[src/rtl/cover_pkg.sv]
// Shared types and helpers for the cover counter bank: dump FSM states, saturating math, index width.
// Pure declarations, no logic; no latency or backpressure of its own.
package cover_pkg;

    typedef enum logic [1:0] {
        ST_IDLE = 2'd0,
        ST_LOAD = 2'd1,
        ST_SEND = 2'd2
    } dump_state_e;

    // Wide enough that any counter (COUNT_W <= 63) plus one hit never overflows the helpers.
    localparam int SAT_W = 64;

    function automatic int idx_width(input int n);
        return (n > 1) ? $clog2(n) : 1;
    endfunction

    function automatic logic [SAT_W-1:0] sat_add(input logic [SAT_W-1:0] v,
                                                 input logic [SAT_W-1:0] inc,
                                                 input logic [SAT_W-1:0] maxv);
        logic [SAT_W:0] sum;
        sum = {1'b0, v} + {1'b0, inc};
        return (sum > {1'b0, maxv}) ? maxv : sum[SAT_W-1:0];
    endfunction

    function automatic logic [SAT_W-1:0] sat_sub(input logic [SAT_W-1:0] v,
                                                 input logic [SAT_W-1:0] dec);
        return (dec > v) ? '0 : v - dec;
    endfunction

endpackage

[src/rtl/cover_point_counter.sv]
// One cover channel: match comparator, saturating hit counter, clear-by-subtract on dump accept.
// Counter updates every cycle; hit_o is combinational; no backpressure.
module cover_point_counter
    import cover_pkg::*;
#(
    parameter int                DATA_W    = 8,
    parameter logic [DATA_W-1:0] MATCH_VAL = '0,
    parameter int                COUNT_W   = 16
) (
    input  logic               clock,
    input  logic               reset,
    input  logic               en_i,
    input  logic [DATA_W-1:0]  dat_i,
    input  logic               clr_i,
    input  logic [COUNT_W-1:0] clr_val_i,
    output logic               hit_o,
    output logic [COUNT_W-1:0] count_o
);

    localparam logic [SAT_W-1:0] MAXV = (SAT_W'(1) << COUNT_W) - SAT_W'(1);

    logic [COUNT_W-1:0] cnt_q;
    logic [COUNT_W-1:0] cnt_d;
    logic [SAT_W-1:0]   base;

    assign hit_o   = en_i && (dat_i == MATCH_VAL);
    assign count_o = cnt_q;

    // Subtract the dumped snapshot first so hits since the snapshot (and this cycle's) survive.
    always_comb begin
        base = SAT_W'(cnt_q);
        if (clr_i) begin
            base = sat_sub(base, SAT_W'(clr_val_i));
        end
        cnt_d = COUNT_W'(sat_add(base, SAT_W'(hit_o), MAXV));
    end

    always_ff @(posedge clock) begin
        if (reset) begin
            cnt_q <= '0;
        end else begin
            cnt_q <= cnt_d;
        end
    end

endmodule

[src/rtl/cover_counter_bank.sv]
// N-channel cover counter bank with streamed dump; optional SVA under COVER_COUNTER_ASSERT_EN.
// dump_req -> first beat 2 cycles later, one bubble between beats; beats hold while out_ready is low.
module cover_counter_bank
    import cover_pkg::*;
#(
    parameter int                N_CH          = 2,
    parameter int                DATA_W        = 8,
    parameter logic [DATA_W-1:0] MATCH_VAL     = '0,
    parameter int                COUNT_W       = 16,
    parameter int                CLEAR_ON_READ = 1
) (
    input  logic                         clock,
    input  logic                         reset,
    input  logic                         en,
    input  logic [N_CH*DATA_W-1:0]       a,
    output logic [N_CH-1:0]              hit,
    input  logic                         dump_req,
    output logic                         dump_busy,
    output logic                         out_valid,
    input  logic                         out_ready,
    output logic [idx_width(N_CH)-1:0]   out_idx,
    output logic [COUNT_W-1:0]           out_count,
    output logic                         out_last
);

    localparam int               IDX_W    = idx_width(N_CH);
    localparam logic [IDX_W-1:0] LAST_IDX = IDX_W'(N_CH - 1);

    dump_state_e        state_q;
    logic [IDX_W-1:0]   idx_q;
    logic               valid_q;
    logic               last_q;
    logic [COUNT_W-1:0] snap_q;
    logic [COUNT_W-1:0] cnt_w [N_CH];
    logic               accept;

    assign accept = valid_q && out_ready;

    for (genvar g = 0; g < N_CH; g++) begin : g_ch
        logic clr;
        assign clr = (CLEAR_ON_READ != 0) && accept && (idx_q == IDX_W'(g));

        cover_point_counter #(
            .DATA_W    (DATA_W),
            .MATCH_VAL (MATCH_VAL),
            .COUNT_W   (COUNT_W)
        ) u_cnt (
            .clock     (clock),
            .reset     (reset),
            .en_i      (en),
            .dat_i     (a[g*DATA_W +: DATA_W]),
            .clr_i     (clr),
            .clr_val_i (snap_q),
            .hit_o     (hit[g]),
            .count_o   (cnt_w[g])
        );

`ifdef COVER_COUNTER_ASSERT_EN
        cp_hit: cover property (@(posedge clock) disable iff (reset) hit[g]);
`endif
    end

    always_ff @(posedge clock) begin
        if (reset) begin
            state_q <= ST_IDLE;
            idx_q   <= '0;
            valid_q <= 1'b0;
            last_q  <= 1'b0;
            snap_q  <= '0;
        end else begin
            case (state_q)
                ST_IDLE: begin
                    if (dump_req) begin
                        idx_q   <= '0;
                        state_q <= ST_LOAD;
                    end
                end
                ST_LOAD: begin
                    snap_q  <= cnt_w[idx_q];
                    last_q  <= (idx_q == LAST_IDX);
                    valid_q <= 1'b1;
                    state_q <= ST_SEND;
                end
                ST_SEND: begin
                    if (out_ready) begin
                        valid_q <= 1'b0;
                        if (last_q) begin
                            state_q <= ST_IDLE;
                        end else begin
                            idx_q   <= idx_q + IDX_W'(1);
                            state_q <= ST_LOAD;
                        end
                    end
                end
                default: state_q <= ST_IDLE;
            endcase
        end
    end

    assign dump_busy = (state_q != ST_IDLE);
    assign out_valid = valid_q;
    assign out_idx   = idx_q;
    assign out_count = snap_q;
    assign out_last  = last_q;

`ifdef COVER_COUNTER_ASSERT_EN
    ap_hold: assert property (@(posedge clock) disable iff (reset)
        out_valid && !out_ready |=> $stable(out_idx) && $stable(out_count) && $stable(out_last));
`else
    // Without SVA support only the counting and dump logic above is built.
`endif

endmodule

[config.mk]
export PLATFORM = sky130hd
export DESIGN_NAME = cover_counter_bank
export DESIGN_NICKNAME = d
export VERILOG_FILES = /design/src/rtl/cover_pkg.sv /design/src/rtl/cover_point_counter.sv /design/src/rtl/cover_counter_bank.sv
export SDC_FILE = /design/constraint.sdc
export NUM_CORES = 1
export LEC_CHECK = 0
export BUFFER_PORTS_ARGS = -buffer_cell sky130_fd_sc_hd__buf_2
export CORE_AREA = 4 4 127 129
export DETAILED_ROUTE_END_ITERATION = 6
export DIE_AREA = 0 0 131 133
export PLACE_DENSITY = 0.54
export SYNTH_ARGS = -nofsm -noshare
export SYNTH_HDL_FRONTEND = slang
export SYNTH_SLANG_ARGS = --single-unit
[constraint.sdc]
create_clock -name clock -period 6.8 [get_ports clock]
set_clock_uncertainty 0.1 [all_clocks]
set_input_delay 1.36 -clock clock [delete_from_list [all_inputs] [get_ports clock]]
set_output_delay 1.36 -clock clock [all_outputs]
set_load 0.02 [all_outputs]
[After elaboration in Yosys (flattened, before gate mapping)]
Cells that the tools add are included.
W data, S select, Z words.
Storage, ports and cells
  flip-flop bits (word level): 53
  bits of input ports: 21
  output and inout port bits: 22
  logic and storage cells: 57
Operators by class
  $add $sub $neg: 5
  $lt $le $gt $ge: 5
  eq/ne operators: 5
  muxes and demuxes: 19
  bitwise operators: 2
  reductions and logical operators: 14
Operators with widths (count)
  $mux W64: 4
  $add A64 B1 Y65: 2
  $gt A65 B16 Y1 const B: 2
  $mux W16: 5
  $sub A16 B16 Y17: 2
  $gt A16 B16 Y1: 2
  $logic_not A8 Y1: 2
  $ne A2 B2 Y1 const B: 3
  $pmux W2 S3: 1
  $reduce_bool A2 Y1: 3
  $logic_and A1 B1 Y1: 5
  $mux W1: 5
  $mux W2: 2
  $pmux W1 S2: 2
  $reduce_and A2 Y1: 2
  $reduce_and A4 Y1: 1
  $eq A2 B1 Y1 const B: 1
  $eq A2 B2 Y1 const B: 1
  $ge A2 B2 Y1 const B: 1
  $logic_not A2 Y1: 1
  $not A1 Y2: 1
  $add A1 B1 Y1 const B: 1
  $not A1 Y1: 1

[Logic depth before layout (Yosys ltp)]
Gate-level depths: netlist of run 1.
  depth after elaboration: 6
  mapped depth: 24
  mapped depth without buffers: 22

[By module]
A second synthesis of run 1 with hierarchy kept.
Unflattened totals
  cells, all modules: 688
  area total of the unflattened synthesis: 5714.2 µm²
By module, submodules not included
  cover_point_counter at g_ch[0].u_cnt: instances 1, cells each 289, area each 2354.8 µm², seq. area each 320.3 µm²
  cover_point_counter at g_ch[1].u_cnt: instances 1, cells each 298, area each 2328.5 µm², seq. area each 320.3 µm²
  cover_counter_bank: instances 1, cells each 101, area each 1031.0 µm², seq. area each 420.4 µm²

[Worst setup path before layout of run 1]
No wires, ideal clock.
  path type: input-to-reg
  start point: input port out_ready
  end point: register g_ch[0].u_cnt.cnt_q[1]
  library setup time: 132 ps
  arrival: 5225 ps
  data required time: 6568 ps
  path slack: 1342 ps
  stages: 20
  path buffers: 2
  cell sequence: nand3b_4 > nor3_2 > o2111ai_1 > and3_1 > clkbuf_2 > o21ai_0 > ha_1 > ha_1 > and2_1 > o2111ai_1 > or3_4 > or3_4 > ha_1 > nand2_1 > nor4_1 > nand4_1 > nor4b_1 > o41a_1 > clkbuf_1 > a21oi_1
On the way
  word-level cells in the longest chain between the ends: 6
Ends and longest elaborated chain
  start, declared: RTL line cover_counter_bank.sv:20  | input logic out_ready,
  $logic_and A1 B1 Y1 (*): RTL line cover_counter_bank.sv:37  | assign accept = valid_q && out_ready;
  $logic_and A1 B1 Y1 (*): RTL line cover_counter_bank.sv:41  | assign clr = (CLEAR_ON_READ != 0) && accept && (idx_q == IDX_W'(g));
  $mux W64 (*): RTL line cover_point_counter.sv:32  | if (clr_i) begin
  $add A64 B1 Y65 (*): RTL line cover_pkg.sv:22  | sum = {1'b0, v} + {1'b0, inc};
  $gt A65 B16 Y1: RTL line cover_pkg.sv:23  | return (sum > {1'b0, maxv}) ? maxv : sum[SAT_W-1:0];
  $mux W16 (*): RTL line cover_pkg.sv:23
  end signal, assigned: RTL line cover_point_counter.sv:42  | cnt_q <= cnt_d;
  end, declared: RTL line cover_point_counter.sv:22  | logic [COUNT_W-1:0] cnt_q;
Every way passes the cells marked *; elsewhere a longest branch is shown, timed or not.
A chain may end at the register's enable or synchronous reset.

[Final worst setup path of run 1]
Same ends and word-level chain as after synthesis.

==> reports/metrics.cfg, run 1 <==
[pwr]
power_per_cell_area_nw_per_um2 = 165.7
power.ir.vdd_worst_v = 0.0001122
p_leak_nw = 2.557

[synthesis]
muxShareOfSynthArea_pct = 4.062
postSynthAreaPerCell_sq_um = 8.345
synth.yosys.seq_area_share_pct = 19.35
post_synth_instance_area_sq_um = 5483
netlist-cell-type-count = 88
yosys.area_share.xor_xnor_pct = 6.709
synth_compound_gate_area_share_pct = 27.38
yosys_register_bits = 53
synth_simple_gate_area_share_pct = 21.13
yosysWarnings = 0
portion_of_synthesized_cell_area_occupied_by_the_leading_cell_type_pct = 19.35
synth_fa_ha_area_share_pct = 16.70
synth.top_cells.by_area = sky130_fd_sc_hd__dfxtp_1, sky130_fd_sc_hd__ha_1, sky130_fd_sc_hd__a21oi_1
number_of_enable_flip_flop_cells_after_synthesis = 0
synthFlopType = sky130_fd_sc_hd__dfxtp_1
largest_family_of_logic_cells_by_synthesized_area = compound AO/OA/AOI/OAI gates
synthDominantAreaCellType = sky130_fd_sc_hd__dfxtp_1
syn_inst_count = 657
synth-async-reset-ratio_pct = 0

[detailed_routing]
ant_nets = 0
detail_route.vias_per_cell = 5.541
dr.pass1.iters = 4
detailroute.via_count = 4998
routed_wirelength_microns = 14480
drc = 0
drtIter0Drc = 217
routed_wire_length_per_instance_microns = 16.05

[critical_path]
timing.critical_path.slowest_cell_delay_ns = 0.47
cp.buffers_inverters = 1
endpoint = g_ch[0].u_cnt.count_o[1]
worst_path_max_delay_cell = sky130_fd_sc_hd__o41a_1
crit_path_end_kind = flip-flop
path_max_fanout = 11
timing.critical_path.mode_cell = sky130_fd_sc_hd__ha_1
path_depth = 20
r2r-start = out_count[1]
r2r_end = g_ch[0].u_cnt.count_o[1]
timing.critical_path.required_ns = 6.83
timing.critical_path.cells = buf_2 -> nand3b_4 -> nor3_2 -> o2111ai_1 -> and3_1 -> o21ai_0 -> ha_1 -> ha_1 -> and2_1 -> o2111ai_1 -> or3_4 -> or3_4 -> ha_1 -> nor2_1 -> nand4_1 -> nor4_1 -> nand4_1 -> nor4b_1 -> o41a_1 -> a21oi_1
critPathKind = primary input to flip-flop
worst_reg_to_reg_cells = 21
timing.critical_path.from_type = primary input
reg2reg_slack_ns = 1.17
setup.worst_path.start = out_ready
path_delay_family = simple AND/OR/NAND/NOR gates
worstPathArrival_ns = 5.88

[place]
place.detailed.hpwl_microns = 11650
gp_routability_congestion = 0.8849
port-buffer-count = 42
placed_cell_area_sq_um = 5982

[cts]
path_clk_slew_ns = 0.07
htree_levels = 2
cts_resized = 0
cts-root-to-sink-buffers = 2
clock_network_latency_to_the_later_pin_of_the_worst_skew_pair_ns = 0.29
number_of_buffers_inserted_during_clock_tree_synthesis = 5
cts_tree = built
post-cts-setup-buffer-count = 0
holdBufCountCts = 0
numClockSinks = 53
clock-root-buffer = sky130_fd_sc_hd__clkbuf_16

[finish]
synthToLayoutAreaGrowth_pct = 12.16
final_design_area_no_fill_sq_um = 6150
num-nets-final = 806
register_area_sq_um = 1061
multiInputGateArea_sq_um = 4292
fill_cells = 1523
antennaDiodeCount = 0
drive_gt1_share_pct = 13.31

[global_routing]
grt_start_max_net_pins = 54
grt_pass1_wl_microns = 23790
grtUsageTotal_pct = 16.59
antenna_found_initial = 0
via_count_of_the_first_global_routing_pass = 4890
gr-total-overflow = 0

[sta]
layout_worst_path_cycle_share_pct = 85.92
worst_pin_slew_ns = 1.196
report.final.slew_viol_count = 0
finalSetupTns_ns = 0
max_freq_ghz = 0.1712
hold_ws_ns = 0.4186
finalSetupViolCount = 0
rsz0062_at_grt = no
layout_min_cycle_time_ns = 5.843
slew_headroom_pct = 20.19
hold_violations = 0

[floorplanning]
dieArea_sq_um = 17420
start_util_pct = 36.47
io_pins = 43
core_area_sq_um = 15030
dieHeight_microns = 133
die_w_microns = 131
std_cell_rows = 45

[flow_run]
drv_cap = 0

[run_status]
result_of_the_run = finished clean

[hold_path]
hp-class = flip-flop to flip-flop

-- layout make-up --
type / instances / share of cell area (%)
tap: 188 / 3.825
inverter: 31 / 1.892
clock buffer: 6 / 2.096
clock inverter: 2 / 0.6307
timing repair buffer: 51 / 4.517
multi-input combinational: 571 / 69.79
sequential: 53 / 17.25
-- per-stage QoR --
| stage | util (%) | setup WS (ns) | power [W] | std cells |
|---|---|---|---|---|
| final | 40.91 | 0.9572 | 0.001019 | 902 |
| after detailed placement | 39.79 | 0.6140 | 0.0007267 | 894 |
| after CTS | 40.91 | 0.9144 | 0.001024 | 902 |
| after global placement | 39.79 | 0.7921 | 0.0007226 | 894 |
| after floorplan | - | 1.343 | 0.0006406 | 686 |
| after global routing | 40.91 | 0.4987 | 0.001080 | 902 |
-- per-layer routing --
metal | global-route usage [%] | vias up | wire length, microns
li1 | - | 2552 | -
met1 | 21.63 | 2375 | 6794
met2 | 29.12 | 58 | 7271
met3 | 1.252 | 13 | 234
met4 | 4.400 | 0 | 179
met5 | 0 | - | 0
-- Yosys cell counts (13+ instances only) --
library cell and instances:
sky130_fd_sc_hd__a211oi_1 21, sky130_fd_sc_hd__dfxtp_1 53, sky130_fd_sc_hd__inv_1 30, sky130_fd_sc_hd__a21oi_1 65
sky130_fd_sc_hd__clkbuf_1 18, sky130_fd_sc_hd__a21o_1 13, sky130_fd_sc_hd__and3_1 14, sky130_fd_sc_hd__nand3_1 17
sky130_fd_sc_hd__o21ai_0 15, sky130_fd_sc_hd__mux2i_1 20, sky130_fd_sc_hd__and2_1 14, sky130_fd_sc_hd__xnor2_1 26
sky130_fd_sc_hd__nand2_1 34, sky130_fd_sc_hd__ha_1 70, sky130_fd_sc_hd__xor2_1 16, sky130_fd_sc_hd__nor2_1 43
-- placed cells by master (no fill, tap or decap), types with 5 or more instances in the layout --
cell type and count:
sky130_fd_sc_hd__conb_1 30, sky130_fd_sc_hd__o211ai_1 7, sky130_fd_sc_hd__buf_2 42, sky130_fd_sc_hd__a21oi_1 65
sky130_fd_sc_hd__mux2i_1 20, sky130_fd_sc_hd__nand4_1 12, sky130_fd_sc_hd__o21a_1 9, sky130_fd_sc_hd__nand2_1 34
sky130_fd_sc_hd__a22oi_1 8, sky130_fd_sc_hd__clkbuf_16 5, sky130_fd_sc_hd__xor2_1 16, sky130_fd_sc_hd__a211oi_1 20
sky130_fd_sc_hd__ha_1 70, sky130_fd_sc_hd__buf_4 9, sky130_fd_sc_hd__and2_1 14, sky130_fd_sc_hd__nor4_1 8
sky130_fd_sc_hd__nor3_1 11, sky130_fd_sc_hd__a21o_1 13, sky130_fd_sc_hd__or3_1 5, sky130_fd_sc_hd__dfxtp_1 53
sky130_fd_sc_hd__o21ai_0 15, sky130_fd_sc_hd__nand3_1 17, sky130_fd_sc_hd__xnor2_1 26, sky130_fd_sc_hd__inv_1 30
sky130_fd_sc_hd__a22o_1 6, sky130_fd_sc_hd__nor2b_1 8, sky130_fd_sc_hd__o21bai_1 5, sky130_fd_sc_hd__and3_1 14
sky130_fd_sc_hd__nor2_1 43
-- worst reg2reg max path, delay by kind of cell, from the launching register on --
| kind | cells | cell delay, ns |
|---|---|---|
| DFF | 1 | 0.36 |
| adders and majority gates | 4 | 0.90 |
| AOI/OAI and AO/OA | 6 | 1.51 |
| buffers and inverters | 1 | 0.14 |
| and+or+nand+nor | 10 | 2.46 |
-- power breakdown --
part / total, W / leakage [nW] / switching, W / internal (W)
combinational: 0.000372 / 2.03 / 0.000224 / 0.000147
sequential: 0.000354 / 0.442 / 0.0000244 / 0.000330
clock: 0.000293 / 0.0810 / 0.000118 / 0.000175
total: 0.00102 / 2.56 / 0.000367 / 0.000652
-- how the worst min path moves through the flow --
stage                   from       endpoint  slack, ns  cells past startpoint
2_1_floorplan     state_q[0]     state_q[0]       0.39                      1
6_report       out_count[14]  out_count[14]       0.42                      2
3_3_place_gp    out_count[2]   out_count[2]       0.41                      2
5_1_grt         out_count[3]   out_count[3]       0.44                      2
4_1_cts         out_count[3]   out_count[3]       0.42                      2
3_5_place_dp    out_count[3]   out_count[3]       0.41                      2
-- state kept, by name, summed over array words and instances, names as in the netlist --
name,count
g_ch.u_cnt.count_o,32
out_count,16
state_q,2
out_idx,1
out_last,1
out_valid,1
-- kinds of logic (layout without fill, tap and decap cells) --
logic type      after synthesis  after routing
fa+ha+maj                    72             72
flops                        53             53
compound gates              201            201
xor+xnor                     42             42
simple gates                204            204
other cells                   1             30
mux                          22             22
buf+inv                      62             90
Power figures use the tool's default switching activity.
==> inputs of run 2 (changes only) <==
--- a/config.mk
+++ b/config.mk
@@ -6,10 +6,11 @@
 export NUM_CORES = 1
 export LEC_CHECK = 0
 export BUFFER_PORTS_ARGS = -buffer_cell sky130_fd_sc_hd__buf_2
-export CORE_AREA = 4 4 127 129
+export CORE_AREA = 4 4 130 132
 export DETAILED_ROUTE_END_ITERATION = 6
-export DIE_AREA = 0 0 131 133
+export DIE_AREA = 0 0 134 136
 export PLACE_DENSITY = 0.54
 export SYNTH_ARGS = -nofsm -noshare
 export SYNTH_HDL_FRONTEND = slang
+export SYNTH_HIERARCHICAL = 1
 export SYNTH_SLANG_ARGS = --single-unit
==> run 2 against run 1 <==
Compared with the run above:
- first-iteration DRC count up 27%
- hold slack better by 0.015 ns
- global-route usage up 0.85 points
- combinational power up 3%
- sequential power about the same
- via count up 7.6%
- routed wire length up 8.7%
- largest power group unchanged
- sequential share of layout area down 0.55 points
- clock power down 10%
- design area up 3.3%
- highest routed layer unchanged
- register-to-register slack worse by 0.21 ns
==> reports/metrics.cfg, run 2 <==
[run_status]
result_of_the_run = finished clean  ; unchanged

[sta]
worst_pin_slew_ns = 0.7348  ; was 1.196 ns
layout_worst_path_cycle_share_pct = 85.91  ; was 85.92%
finalSetupViolCount = 0  ; unchanged
finalSetupTns_ns = 0  ; unchanged
max_freq_ghz = 0.1712  ; about the same
rsz0062_at_grt = no  ; unchanged
layout_min_cycle_time_ns = 5.842  ; was 5.843 ns
report.final.slew_viol_count = 0  ; unchanged
hold_violations = 0  ; unchanged
slew_headroom_pct = 50.72  ; was 20.19%

[synthesis]
yosys_register_bits = 53  ; unchanged
synth.top_cells.by_area = sky130_fd_sc_hd__dfxtp_1, sky130_fd_sc_hd__ha_1, sky130_fd_sc_hd__a21oi_1  ; unchanged
netlist-cell-type-count = 98  ; was 88
ys_top_cells_by_count = sky130_fd_sc_hd__ha_1, sky130_fd_sc_hd__a21oi_1, sky130_fd_sc_hd__dfxtp_1, sky130_fd_sc_hd__nor2_1, sky130_fd_sc_hd__inv_1  ; was sky130_fd_sc_hd__ha_1, sky130_fd_sc_hd__a21oi_1, sky130_fd_sc_hd__dfxtp_1
syn_inst_count = 688  ; was 657
synth-async-reset-ratio_pct = 0  ; unchanged
synth.yosys.seq_area_share_pct = 18.57  ; was 19.35%
yosysWarnings = 6  ; was 0
postSynthAreaPerCell_sq_um = 8.306  ; was 8.345 sq um
synthDominantAreaCellType = sky130_fd_sc_hd__dfxtp_1  ; unchanged
portion_of_synthesized_cell_area_occupied_by_the_leading_cell_type_pct = 18.57  ; was 19.35%
post_synth_instance_area_sq_um = 5714  ; was 5483 sq um
number_of_enable_flip_flop_cells_after_synthesis = 0  ; unchanged
yosys.cell_count.top_type = sky130_fd_sc_hd__ha_1  ; unchanged
synthFlopType = sky130_fd_sc_hd__dfxtp_1  ; unchanged

[cts]
cts-root-to-sink-buffers = 2  ; unchanged
cts_resized = 0  ; unchanged
htree_levels = 2  ; unchanged
clock-root-buffer = sky130_fd_sc_hd__clkbuf_16  ; unchanged
clock_network_latency_to_the_later_pin_of_the_worst_skew_pair_ns = 0.30  ; was 0.29 ns
numClockSinks = 53  ; unchanged
number_of_buffers_inserted_during_clock_tree_synthesis = 5  ; unchanged
post-cts-setup-buffer-count = 0  ; unchanged
cts_tree = built  ; unchanged
path_clk_slew_ns = 0.07  ; about the same
holdBufCountCts = 0  ; unchanged

[critical_path]
timing.critical_path.slowest_cell_delay_ns = 0.54  ; was 0.47 ns
timing.critical_path.from_type = flip-flop  ; was primary input
worst_reg_to_reg_cells = 24  ; was 21
timing.critical_path.mode_cell = sky130_fd_sc_hd__ha_1  ; unchanged
worstPathArrival_ns = 5.92  ; was 5.88 ns
critPathKind = flip-flop to flip-flop  ; was primary input to flip-flop
setup.worst_path.start = out_count[7]  ; was out_ready
timing.critical_path.required_ns = 6.88  ; was 6.83 ns
worst_path_max_delay_cell = sky130_fd_sc_hd__or4_1  ; was sky130_fd_sc_hd__o41a_1
crit_path_end_kind = flip-flop  ; unchanged
path_max_fanout = 10  ; was 11
r2r-start = out_count[7]  ; was out_count[1]
timing.critical_path.cells = inv_1 -> ha_1 -> and3_1 -> o2111ai_1 -> o21ai_0 -> o21ai_0 -> o22ai_1 -> ha_1 -> ha_1 -> and3_1 -> a22oi_1 -> or2b_2 -> nor3_1 -> nand2b_1 -> or4_1 -> ha_1 -> nor4_1 -> nand2_1 -> nor4_1 -> nand4_1 -> a31oi_1 -> buf_4 -> nor4b_1 -> nor3_1  ; was buf_2 -> nand3b_4 -> nor3_2 -> o2111ai_1 -> and3_1 -> o21ai_0 -> ha_1 -> ha_1 -> and2_1 -> o2111ai_1 -> or3_4 -> or3_4 -> ha_1 -> nor2_1 -> nand4_1 -> nor4_1 -> nand4_1 -> nor4b_1 -> o41a_1 -> a21oi_1

[global_routing]
gr-total-overflow = 0  ; unchanged
via_count_of_the_first_global_routing_pass = 5224  ; was 4890
grt_start_max_net_pins = 36  ; was 54
grtUsageTotal_pct = 17.45  ; was 16.59%
antenna_found_initial = 0  ; unchanged
grt_pass1_wl_microns = 25960  ; was 23790 microns

[hold_path]
hp-class = flip-flop to flip-flop  ; unchanged
hp-start = out_last  ; was out_count[14]
holdPathStages = 2  ; unchanged

[detailed_routing]
detailroute.via_count = 5379  ; was 4998
dr.pass1.iters = 4  ; unchanged
drc = 0  ; unchanged
drtIter0Drc = 275  ; was 217
detail_route.vias_per_cell = 5.563  ; was 5.541
ant_nets = 0  ; unchanged
routed_wire_length_per_instance_microns = 16.27  ; was 16.05 microns
routed_wirelength_microns = 15730  ; was 14480 microns

[finish]
mostFrequentLayoutCell = sky130_fd_sc_hd__ha_1  ; unchanged
final_core_util_pct = 40.43  ; was 40.91%
drive_gt1_share_pct = 14.91  ; was 13.31%
largest_reg_flops = 32  ; unchanged
num-nets-final = 843  ; was 806
synthToLayoutAreaGrowth_pct = 11.17  ; was 12.16%
antennaDiodeCount = 0  ; unchanged
top_library_cells_by_usage_in_the_layout_fill_and_taps_aside = sky130_fd_sc_hd__ha_1, sky130_fd_sc_hd__a21oi_1, sky130_fd_sc_hd__nor2_1, sky130_fd_sc_hd__dfxtp_1, sky130_fd_sc_hd__inv_1  ; was sky130_fd_sc_hd__ha_1, sky130_fd_sc_hd__a21oi_1, sky130_fd_sc_hd__dfxtp_1

[pwr]
internal-power_w = 0.0006168  ; was 0.0006522 W
power.share.clock_pct = 26.2  ; was 28.7%
power.ir.vdd_worst_v = 0.00009613  ; was 0.0001122 V
p_leak_nw = 2.630  ; was 2.557 nW
power_switching_share_pct = 38.41  ; was 36.00%
sequential_cell_fraction_of_total_power_pct = 35.5  ; was 34.8%
power_per_cell_area_nw_per_um2 = 157.7  ; was 165.7 nW/um^2
p_switching_w = 0.0003848  ; was 0.0003668 W
combinational_share_of_power_pct = 38.3  ; was 36.5%

[floorplanning]
dieHeight_microns = 136  ; was 133 microns
io_pins = 43  ; unchanged
die_w_microns = 134  ; was 131 microns
std_cell_rows = 46  ; was 45
core_area_sq_um = 15710  ; was 15030 sq um
start_util_pct = 36.37  ; was 36.47%
dieArea_sq_um = 18220  ; was 17420 sq um

[flow_run]
drv_cap = 0  ; unchanged

[place]
gp_routability_congestion = 0.9008  ; was 0.8849
port-buffer-count = 42  ; unchanged
place.detailed.hpwl_microns = 12740  ; was 11650 microns

-- run 2: layer usage --
| layer | up-vias | track usage, % | wire (microns) |
|---|---|---|---|
| li1 | 2694 | - | - |
| met1 | 2555 | 22.36 | 7255 |
| met2 | 103 | 30.01 | 7586 |
| met3 | 27 | 2.369 | 500 |
| met4 | 0 | 6.286 | 390 |
| met5 | - | 0 | 0 |
-- run 2: area by class of cell --
cell class	instances	area, sq um
fill	1623	9360
multi-input combinational	592	4419
sequential	53	1061
timing repair buffer	52	285.3
tap	216	270.3
inverter	46	172.7
clock buffer	6	128.9
clock inverter	2	15.01
-- run 2: logic make-up (layout without fill, tap and decap cells) --
family | Yosys count | in the layout | share of synthesized area, %
buffers and inverters | 71 | 106 | 5.934
xor gates and xnor gates | 32 | 32 | 4.905
adders and majority gates | 72 | 72 | 16.03
AOI/OAI and AO/OA | 198 | 198 | 26.28
muxes | 26 | 26 | 4.576
other | 2 | 30 | 0.1314
DFF | 53 | 53 | 18.57
and+or+nand+nor | 234 | 234 | 23.58
-- run 2: critical path, delay by kind of cell (launching register included) --
| family | cells | cell delay (ns) |
|---|---|---|
| AO/OA/AOI/OAI | 6 | 1.07 |
| buffers and inverters | 2 | 0.25 |
| adder cells (fa/ha/maj) | 4 | 1.04 |
| flip-flops | 1 | 0.44 |
| AND/OR/NAND/NOR | 12 | 2.84 |
-- run 2: worst paths after layout --
kind                                    end  slack [ns]
setup / recovery  g_ch[0].u_cnt/count_o[14]        0.96
hold reg to reg                    out_last        0.43
setup reg to reg  g_ch[0].u_cnt/count_o[14]        0.96
hold / removal                     out_last        0.43
-- run 2: power groups by stage --
stage	registers [W]	clock network, W	logic, W
final	0.000355	0.000263	0.000384
after global routing	0.000359	0.000284	0.000427
after CTS	0.000355	0.000274	0.000381
after detailed placement	0.000363	0	0.000378
after global placement	0.000362	0	0.000375
after floorplan	0.000363	0	0.000289
-- run 2: stage by stage --
stage               instance area [sq um]  hold slack [ns]  cells  total power, W  setup slack, ns
finish                               6352           0.4338    967        0.001002           0.9584
global route                         6352           0.4641    967        0.001071           0.4068
CTS                                  6352           0.4360    967        0.001011           0.9886
detailed placement                   6208           0.4159    959       0.0007413           0.8374
global placement                     6208           0.4098    959       0.0007368            1.015
floorplan                            5819           0.3815    716       0.0006520           0.6860
==> inputs of run 3 (changes only) <==
--- a/config.mk
+++ b/config.mk
@@ -10,6 +10,7 @@
 export DETAILED_ROUTE_END_ITERATION = 6
 export DIE_AREA = 0 0 134 136
 export PLACE_DENSITY = 0.54
+export REMOVE_ABC_BUFFERS = 1
 export SYNTH_ARGS = -nofsm -noshare
 export SYNTH_HDL_FRONTEND = slang
 export SYNTH_HIERARCHICAL = 1
==> run 3 against run 2 <==
Compared with the run above:
- sequential power is essentially flat
- flip-flop and latch count did not move
- utilization rose by 0.25 points
- power increased by 4.3%
- sequential share of layout area fell by 0.10 points
- register-to-register slack got worse by 0.11 ns
- highest routed layer unchanged
==> reports/metrics.cfg, run 3 (synthesis results as in run 2) <==
[sta]
worst_pin_slew_ns = 0.7037  ; was 0.7348 ns
rsz0062_at_grt = no  ; unchanged
hold_violations = 0  ; unchanged
max_freq_ghz = 0.1680  ; was 0.1712 GHz
finalSetupTns_ns = 0  ; unchanged
report.final.slew_viol_count = 0  ; unchanged
slew_headroom_pct = 53.09  ; was 50.72%
finalSetupViolCount = 0  ; unchanged
layout_min_cycle_time_ns = 5.953  ; was 5.842 ns
layout_worst_path_cycle_share_pct = 87.54  ; was 85.91%
hold_ws_ns = 0.4315  ; was 0.4338 ns

[critical_path]
r2r_end = g_ch[0].u_cnt/count_o[14]  ; unchanged
worstPathArrival_ns = 6.02  ; was 5.92 ns
path_max_fanout = 10  ; unchanged
critPathKind = flip-flop to flip-flop  ; unchanged
r2r-start = out_count[6]  ; was out_count[7]
reg2reg_slack_ns = 0.85  ; was 0.96 ns
crit_path_end_kind = flip-flop  ; unchanged
worst_reg_to_reg_cells = 24  ; unchanged
timing.critical_path.from_type = flip-flop  ; unchanged
timing.critical_path.required_ns = 6.86  ; was 6.88 ns

[cts]
cts_resized = 0  ; unchanged
path_clk_slew_ns = 0.08  ; was 0.07 ns
cts-root-to-sink-buffers = 2  ; unchanged
clock-root-buffer = sky130_fd_sc_hd__clkbuf_16  ; unchanged
number_of_buffers_inserted_during_clock_tree_synthesis = 5  ; unchanged
holdBufCountCts = 0  ; unchanged
post-cts-setup-buffer-count = 0  ; unchanged
cts_tree = built  ; unchanged
clock_network_latency_to_the_later_pin_of_the_worst_skew_pair_ns = 0.30  ; about the same
htree_levels = 2  ; unchanged
numClockSinks = 53  ; unchanged

[hold_path]
hp-start = state_q[0]  ; was out_last
hp-class = flip-flop to flip-flop  ; unchanged
holdPathStages = 1  ; was 2
hold-path-endpoint = state_q[0]  ; was out_last

[detailed_routing]
routed_wire_length_per_instance_microns = 15.95  ; was 16.27 microns
drc = 0  ; unchanged
detail_route.vias_per_cell = 5.551  ; was 5.563
drtIter0Drc = 320  ; was 275
detailroute.via_count = 5373  ; was 5379
ant_nets = 0  ; unchanged
dr.pass1.iters = 5  ; was 4
routed_wirelength_microns = 15440  ; was 15730 microns

[finish]
antennaDiodeCount = 0  ; unchanged
mostFrequentLayoutCell = sky130_fd_sc_hd__ha_1  ; unchanged
drive_gt1_share_pct = 15.16  ; was 14.91%
final_design_area_no_fill_sq_um = 6391  ; was 6352 sq um
synthToLayoutAreaGrowth_pct = 11.85  ; was 11.17%
fill_cells = 1617  ; was 1623
num-nets-final = 844  ; was 843
largest_reg_flops = 32  ; unchanged
top_library_cells_by_usage_in_the_layout_fill_and_taps_aside = sky130_fd_sc_hd__ha_1, sky130_fd_sc_hd__a21oi_1, sky130_fd_sc_hd__nor2_1, sky130_fd_sc_hd__dfxtp_1, sky130_fd_sc_hd__inv_1  ; unchanged

[flow_run]
drv_cap = 0  ; unchanged

[pwr]
sequential_cell_fraction_of_total_power_pct = 34.1  ; was 35.5%
internal-power_w = 0.0006569  ; was 0.0006168 W
combinational_share_of_power_pct = 36.3  ; was 38.3%
p_switching_w = 0.0003880  ; was 0.0003848 W
power_switching_share_pct = 37.13  ; was 38.41%
finalPower_w = 0.001045  ; was 0.001002 W
power.share.clock_pct = 29.5  ; was 26.2%
power.ir.vdd_worst_v = 0.0001117  ; was 0.00009613 V
p_leak_nw = 2.658  ; was 2.630 nW
power_per_cell_area_nw_per_um2 = 163.5  ; was 157.7 nW/um^2

[global_routing]
via_count_of_the_first_global_routing_pass = 5145  ; was 5224
grt_pass1_wl_microns = 25790  ; was 25960 microns
antenna_found_initial = 0  ; unchanged
grtUsageTotal_pct = 17.07  ; was 17.45%
grt_start_max_net_pins = 56  ; was 36
gr-total-overflow = 0  ; unchanged

[floorplanning]
start_util_pct = 36.37  ; unchanged
std_cell_rows = 46  ; unchanged
dieArea_sq_um = 18220  ; unchanged
dieHeight_microns = 136  ; unchanged
io_pins = 43  ; unchanged
core_area_sq_um = 15710  ; unchanged
die_w_microns = 134  ; unchanged

[place]
place.detailed.hpwl_microns = 12370  ; was 12740 microns
placed_cell_area_sq_um = 6216  ; was 6208 sq um
port-buffer-count = 42  ; unchanged
gp_routability_congestion = 0.9065  ; was 0.9008

[run_status]
result_of_the_run = finished clean  ; unchanged

-- run 3: changes by cell type in the layout (fill, tap and decap cells not counted), sizes merged --
cell / previous run / this run
buf: 52 / 53
inv: 45 / 46
clkinv: 1 / 2
clkinvlp: 2 / 0
bufinv: 0 / 1
clkbuf: 6 / 5
-- run 3: stage by stage --
| step | util [%] | std cells | worst slack [ns] |
|---|---|---|---|
| floorplan | - | 691 | 0.3664 |
| global placement | 39.56 | 960 | 0.8094 |
| detailed placement | 39.56 | 960 | 0.6511 |
| CTS | 40.68 | 968 | 0.8530 |
| global route | 40.68 | 968 | 0.3759 |
| finish | 40.68 | 968 | 0.8471 |
-- run 3: layout make-up --
cell class	instances	area (sq um)	area share (%)
inverter	46	172.7	2.702
clock inverter	3	50.05	0.7831
clock buffer	5	125.1	1.958
sequential	53	1061	16.60
timing repair buffer	53	292.8	4.581
multi-input combinational	592	4419	69.15
tap	216	270.3	4.229
-- run 3: worst max path at each step --
stage	start	end	slack [ns]	cells past startpoint
floorplan	out_ready	g_ch[0].u_cnt/count_o[14]	0.37	22
global placement	a[2]	g_ch[0].u_cnt/count_o[14]	0.81	21
detailed placement	out_ready	g_ch[0].u_cnt/count_o[14]	0.65	24
CTS	out_count[6]	g_ch[0].u_cnt/count_o[14]	0.85	24
global route	out_count[6]	g_ch[0].u_cnt/count_o[14]	0.38	24
finish	out_count[6]	g_ch[0].u_cnt/count_o[14]	0.85	24
-- run 3: worst max-delay path: stages (launching register included) --
cell and delay, ns:
sky130_fd_sc_hd__dfxtp_1 0.45, sky130_fd_sc_hd__inv_1 0.08, sky130_fd_sc_hd__ha_1 0.40, sky130_fd_sc_hd__and3_1 0.30, sky130_fd_sc_hd__o2111ai_1 0.22, sky130_fd_sc_hd__o21ai_0 0.25, sky130_fd_sc_hd__o21ai_0 0.20, sky130_fd_sc_hd__o22ai_1 0.18
sky130_fd_sc_hd__ha_1 0.24, sky130_fd_sc_hd__ha_1 0.22, sky130_fd_sc_hd__and3_1 0.16, sky130_fd_sc_hd__a22oi_1 0.07, sky130_fd_sc_hd__or2b_2 0.36, sky130_fd_sc_hd__nor3_1 0.32, sky130_fd_sc_hd__nand2b_1 0.12, sky130_fd_sc_hd__or4_1 0.54
sky130_fd_sc_hd__ha_1 0.20, sky130_fd_sc_hd__nor4_1 0.23, sky130_fd_sc_hd__nand2_1 0.08, sky130_fd_sc_hd__nor4_1 0.18, sky130_fd_sc_hd__nand4_1 0.18, sky130_fd_sc_hd__a31oi_1 0.18, sky130_fd_sc_hd__buf_4 0.19, sky130_fd_sc_hd__nor4b_1 0.27
sky130_fd_sc_hd__nor3_1 0.09
-- run 3: per-layer routing --
layer / vias up / global-route usage, % / part of all wire (%) / wire [microns]
li1: 2693 / - / - / -
met1: 2574 / 22.90 / 47 / 7283
met2: 88 / 29.14 / 48 / 7430
met3: 18 / 1.962 / 2.8 / 431
met4: 0 / 4.571 / 1.9 / 293
met5: - / 0 / 0 / 0
-- run 3: power groups by stage --
stage          Clock, W  Sequential (W)  Combinational [W]
6_report       0.000309        0.000357           0.000380
4_1_cts        0.000317        0.000356           0.000377
2_1_floorplan         0        0.000364           0.000276
5_1_grt        0.000328        0.000360           0.000426
3_5_place_dp          0        0.000364           0.000375
3_3_place_gp          0        0.000364           0.000369
